==> src/rtl/icache.sv <==
// Direct-mapped, one-word-block instruction cache with a two-state miss FSM.
// Hits are combinational in IDLE; misses are filled from memory and then re-looked-up.
module icache #(
   parameter int SETS  = 16,
   parameter int CNT_W = 32
) (
   input  logic             CLK,
   input  logic             nRST,
   input  logic             imemREN,
   input  logic [31:0]      imemaddr,
   output logic             ihit,
   output logic [31:0]      imemload,
   input  logic             flush,
   output logic             iREN,
   output logic [31:0]      iaddr,
   input  logic             iwait,
   input  logic [31:0]      iload,
   output logic [CNT_W-1:0] hit_count,
   output logic [CNT_W-1:0] miss_count
);

   localparam int IDX_W = $clog2(SETS);
   localparam int TAG_W = 30 - IDX_W;

   typedef enum logic {IDLE, FETCH} state_t;

   state_t           state;
   logic [SETS-1:0]  valid;
   logic [TAG_W-1:0] tags [SETS];
   logic [31:0]      data [SETS];

   logic [IDX_W-1:0] req_idx;
   logic [TAG_W-1:0] req_tag;
   logic [IDX_W-1:0] miss_idx;
   logic [TAG_W-1:0] miss_tag;
   logic             lookup;
   logic             start_miss;
   logic             unused_addr_bits;

   assign req_idx  = imemaddr[IDX_W+1:2];
   assign req_tag  = imemaddr[31:IDX_W+2];

   // iaddr holds the miss address for the whole fill, so it doubles as miss_addr.
   assign miss_idx = iaddr[IDX_W+1:2];
   assign miss_tag = iaddr[31:IDX_W+2];

   assign lookup     = imemREN && valid[req_idx] && (tags[req_idx] == req_tag);
   assign ihit       = (state == IDLE) && lookup && !flush;
   assign imemload   = data[req_idx];
   assign start_miss = (state == IDLE) && imemREN && !lookup && !flush;

   assign unused_addr_bits = ^{imemaddr[1:0], iaddr[1:0]};

   always_ff @(posedge CLK or negedge nRST) begin
      if (!nRST) begin
         state      <= IDLE;
         valid      <= '0;
         iREN       <= 1'b0;
         iaddr      <= '0;
         hit_count  <= '0;
         miss_count <= '0;
         for (int i = 0; i < SETS; i++) begin
            tags[i] <= '0;
            data[i] <= '0;
         end
      end else begin
         hit_count <= hit_count + CNT_W'(ihit);
         case (state)
            IDLE: begin
               if (start_miss) begin
                  state      <= FETCH;
                  iREN       <= 1'b1;
                  iaddr      <= {imemaddr[31:2], 2'b00};
                  miss_count <= miss_count + CNT_W'(1);
               end
            end
            FETCH: begin
               if (!iwait) begin
                  data[miss_idx]  <= iload;
                  tags[miss_idx]  <= miss_tag;
                  valid[miss_idx] <= 1'b1;
                  state           <= IDLE;
                  iREN            <= 1'b0;
                  iaddr           <= '0;
               end
            end
            default: state <= IDLE;
         endcase
         // Placed last so a flush overrides a valid-set from a fill in the same cycle.
         if (flush) valid <= '0;
      end
   end

endmodule

==> config.mk <==
export PLATFORM = sky130hd
export DESIGN_NAME = icache
export DESIGN_NICKNAME = d
export VERILOG_FILES = /design/src/rtl/icache.sv
export SDC_FILE = /design/constraint.sdc
export NUM_CORES = 1
export LEC_CHECK = 0
export BUFFER_PORTS_ARGS = -buffer_cell sky130_fd_sc_hd__buf_4
export CORE_ASPECT_RATIO = 0.5
export CORE_MARGIN = 2
export CORE_UTILIZATION = 62
export DETAILED_ROUTE_END_ITERATION = 16
export GPL_TIMING_DRIVEN = 0
export PLACE_DENSITY_LB_ADDON = 0.15
export SLEW_MARGIN = 30
export SYNTH_ARGS = -nofsm -noshare
export SYNTH_HDL_FRONTEND = slang
export SYNTH_SLANG_ARGS = --single-unit
==> constraint.sdc <==
create_clock -name CLK -period 4.6 [get_ports CLK]
set_input_delay 0.69 -clock CLK [delete_from_list [all_inputs] [get_ports CLK]]
set_output_delay 0.69 -clock CLK [all_outputs]
set_load 0.05 [all_outputs]
# == After elaboration in Yosys (flattened, before gate mapping) ==
# Cells that the tools add are included.
# word_totals
reg_bits,1042
inputBits,69
output_inout_bits,130
# op_classes
addsub,2
n_lt_le_gt_ge,6
eq_ne,4
mux,28
n_bitwise,5
reduce_logical,16
# ops
operator,count
512-bit bitwise mux,1
416-bit bitwise mux,1
32-bit 2-to-1 mux,5
32-bit binary-select mux with 4-bit select,1
32-bit demux with 4-bit select,1
26-bit binary-select mux with 4-bit select,1
26-bit demux with 4-bit select,1
26-bit 2-to-1 mux,3
32-bit one-hot mux with 2 select lines,1
16-bit 2-to-1 mux,3
32-bit by 1-bit adder with 32-bit output,1
32-bit by 1-bit adder with 32-bit output (second input constant),1
26-bit == test,1
16-bit bitwise OR,1
5-bit greater-or-equal comparator (second input constant),2
4-bit by 5-bit less-than comparator with 1-bit output (second input constant),2
4-bit inverter with 5-bit output,2
1-bit logical AND,9
2-bit AND reduction,4
1-bit 2-to-1 mux,6
2-bit != test (second input constant),3
5-bit by 1-bit less-than comparator with 1-bit output (second input constant),1
1-bit binary-select mux with 4-bit select,1
1-bit demux with 4-bit select,1
other kinds (5),8

# == Depth between registers and ports, before layout ==
# depth
word_depth,11
ltp_mapped,17

# == Worst setup path before layout ==
# OpenSTA, ideal clock, no wires.
# synth_timing
kind,input to register
startpoint,input port imemaddr[2]
endpoint,register hit_count[29]
setup_ps,141
arrival_time_ps,4656
required_ps,4459
path_slack_ps,-197
stages,15
n_path_buf,2
cell_sequence,buf_6 > buf_6 > mux4_2 > xnor2_1 > a32o_1 > nor4_1 > o2111ai_1 > nor4_2 > and3_1 > ha_1 > nand3_1 > or3_1 > nor3_1 > nand3_1 > xnor2_1
# synth_between
elab_chain_len,9
elab_cells_between_ends,12
classes_between,add/sub: 1; eq/ne: 1; mux: 5; bitwise: 1; reduce/logical: 4
# synth_lines
element,line,source
start: declaration,10,"input logic [31:0] imemaddr,"
4-bit inverter with 5-bit output (implied by the code),47,assign lookup = imemREN && valid[req_idx] && (tags[req_idx] == req_tag);
26-bit binary-select mux with 4-bit select,47,
26-bit 2-to-1 mux (implied by the code) (2 in series),47,
26-bit == test,47,
1-bit logical AND (*),47,
1-bit logical AND (*) (2 in series),48,assign ihit = (state == IDLE) && lookup && !flush;
named net ihit,11,"output logic ihit,"
32-bit by 1-bit adder with 32-bit output (*),67,hit_count <= hit_count + CNT_W'(ihit);
end signal: assignment,67,
end: declaration,18,"output logic [CNT_W-1:0] hit_count,"
# The timed path passes the listed nets; every way through them passes the cells marked *. The select of a mux whose other input is x is not followed.
# A chain may end at the register's enable or synchronous reset.

# == Worst setup path after layout ==
# layout_timing
startpoint,input port imemaddr[3]
endpoint,output port imemload[13]
# layout_between
elab_chain_len,4
# layout_lines
element,line,source
4-bit inverter with 5-bit output (implied by the code),49,assign imemload = data[req_idx];
32-bit binary-select mux with 4-bit select,49,
32-bit 2-to-1 mux (implied by the code) (2 in series),49,
end: declaration,12,"output logic [31:0] imemload,"
# Every way passes these cells. The select of a mux whose other input is x is not followed.

==> reports/qor.yml <==
status: "finished, final reports clean"
dpl_worst_slack_ns: -1.86
cts.sinks: 1040
grt_setup_unrepaired: "false"
drtPass1Iterations: 5
synth_edf_count: 0
path_clk_slew_ns: 0.07
fin_crit_sh_pct: 99.8
cp.required_ns: 3.91
max_freq_mhz: 218
place_congestion: 0.899
wire_per_inst_um: 28.2
postSynth.asyncResetShare_pct: 100
layout-drive-gt1-share_pct: 47.3
ios: 199
track_usage_pct: 33.0
syn_area_um2: 47000
route.detailed.drc: 0
cts_made_buffers: 90
die_area_um2: 78100
power_mw: 25.4
synth_sequential_area_ratio_pct: 55.4
synthCells: 3081
skew_ns: 0.0230
yosys.area.top_type_share_pct: 55.4
tightest_slew_ns: 1.09
fill_cells: 4973
p_leak_nw: 25.6
synth_top_area_cell: "dfrtp_1"
antenna_left: 0
arrival_ns: 3.90
grt_pass1_vias: 30100
syn_area_per_cell_um2: 15.3
setup_viol: 0
ys_top_cells_by_count: "dfrtp_1, mux2_2, mux4_2"
overflow: 0
port-buffer-count: 191
ys_seq_elements: 1040
synth_area_leaders: "dfrtp_1, mux2_2, mux4_2"
vias_per_cell: 6.49
dpl_cell_area_um2: 50000
multiInputGateArea_um2: 19800
final.setup.worst_slack_ns: 0.00825
wirelength_mm: 126
max_slew_margin_pct: 27.1
cts_tree: "yes"
hpwlAfterDp_mm: 82.0
fin_area_um2: 53300
grt_pass1_wl_mm: 191
pwr_density_cell_nw_per_um2: 477
clock-root-buffer: "clkbuf_16"
grt_max_degree: 128
crit_fanout: 10
drv_cap: 0
cts-htree-levels: 3
die_x_um: 393
synth_ff_type: "dfrtp_1"
core_um2: 75100
yosysMostFrequentCell: "dfrtp_1"
die_h_um: 199
ir_drop_uv: 309
num_vias: 29000
path_class: "input port to output pin"
min_path_type: "input port to register"
hold_viol: 0
cts_buffer_depth: 3
slew_violations: 0
period_needed_ns: 4.59
crit_path_start_kind: "input port"
yosysWarnings: 0
start_util_pct: 62.6
area_delta_synth_final_pct: 13.5
synth_cell_types: 55
regArea_um2: 26000
rows: 71
clk-insertion-delay-late_ns: 0.69
drt-initial-drc-count: 2875
crit_path_end_kind: "output pin"
final_net_count: 3451
antenna_found_initial: 3
path summary, 6_finish.rpt:
| kind | end | start | depth (start not counted) | slack, ns |
|---|---|---|---|---|
| hold / removal | state$_DFF_PN0_ | iwait | 3 | 0.27 |
| setup reg to reg | hit_count[29]$_DFF_PN0_ | tags[195]$_DFFE_PN0P_ | 13 | 0.45 |
| setup / recovery | imemload[13] | imemaddr[3] | 9 | 0.008 |
| min in group asynchronous | hit_count[15]$_DFF_PN0_ | nRST | 2 | 0.56 |
| hold reg to reg | miss_count[13]$_DFFE_PN0P_ | miss_count[13]$_DFFE_PN0P_ | 1 | 0.49 |
| max in group asynchronous | data[334]$_DFFE_PN0P_ | nRST | 8 | 0.82 |
final cells by class:
type	count	share of cell area (%)
inverter	43	0.303
timing repair buffer	205	3.27
buffer	256	2.35
antenna	2	0.00938
clock buffer	129	4.86
clock inverter	34	0.870
tap	1022	2.40
multi-input combinational	1743	37.2
sequential	1040	48.8
sequential cells by signal, summed over array words and instances, names as in the netlist:
signal,cells
miss_count,32
data,512
iaddr,30
tags,416
iREN,1
hit_count,32
state,1
valid,16
power breakdown:
group	total [mW]	switching [mW]	leakage, nW	internal, mW
Clock	8.03	3.49	1.50	4.54
Sequential	12.2	1.09	14.0	11.1
Combinational	5.21	2.41	10.0	2.81
Total	25.4	6.99	25.6	18.5
metal layers:
metal  vias up  track usage (%)  share of wire [%]
li1      12000                -                  -
met2      1146             51.5                 47
met5         -                0                  0
met3       318             7.49                7.4
met4         0             13.5                4.1
met1     15600             45.7                 42
placed cells by master (no fill, tap or decap), types with 24 or more instances in the layout:
master,netlist,layout
clkbuf_2,0,24
nand2_1,47,47
mux2i_1,83,81
mux4_2,237,237
nand3_1,79,77
mux2_2,928,928
clkbuf_16,0,91
nand4_1,31,31
xnor2_1,66,64
buf_2,29,36
buf_1,84,59
inv_1,42,42
nor2_1,40,39
o21ai_0,29,29
buf_4,9,210
a22oi_1,29,29
clkbuf_1,125,121
dfrtp_1,1040,1040
what timing repair did:
item | 4_1_cts | 5_1_grt
endpoints found under the hold margin | 93 | 0
setup buffers | 0 | 2
pin swaps | 1 | 4
hold buffers | 1 | 0
resized for setup | 68 | 25
gates cloned | 0 | 0
endpoints found under the setup margin | 59 | 21
kinds of logic after synthesis:
kind of cell | count (synthesis) | share of synthesized area, %
and+or+nand+nor | 285 | 3.15
buffers and inverters | 299 | 2.69
other | 1 | 0.00798
AOI/OAI and AO/OA | 120 | 1.74
DFF | 1040 | 55.4
adders and majority gates | 3 | 0.0799
xor gates and xnor gates | 85 | 1.58
muxes | 1248 | 35.4
stage by stage:
| stage | util, % | hold WS [ns] | TNS, ns | std cells |
|---|---|---|---|---|
| final | 71.1 | 0.268 | 0 | 4474 |
| after global routing | 71.1 | 0.253 | 0 | 4474 |
| after CTS | 70.9 | 0.237 | 0 | 4470 |
| after detailed placement | 66.6 | 0.478 | -93.81 | 4306 |
| after global placement | 66.2 | 0.462 | -9402.73 | 4295 |
| after floorplan | - | 0.394 | 0 | 3082 |
worst max-delay path, stage by stage:
cell and delay, ns:
buf_4 0.21, buf_4 0.32, buf_4 0.32, clkbuf_4 0.38, buf_2 0.38, clkbuf_2 0.41
mux4_2 0.39, mux4_2 0.54, buf_4 0.22
Power figures use the tool's default switching activity.
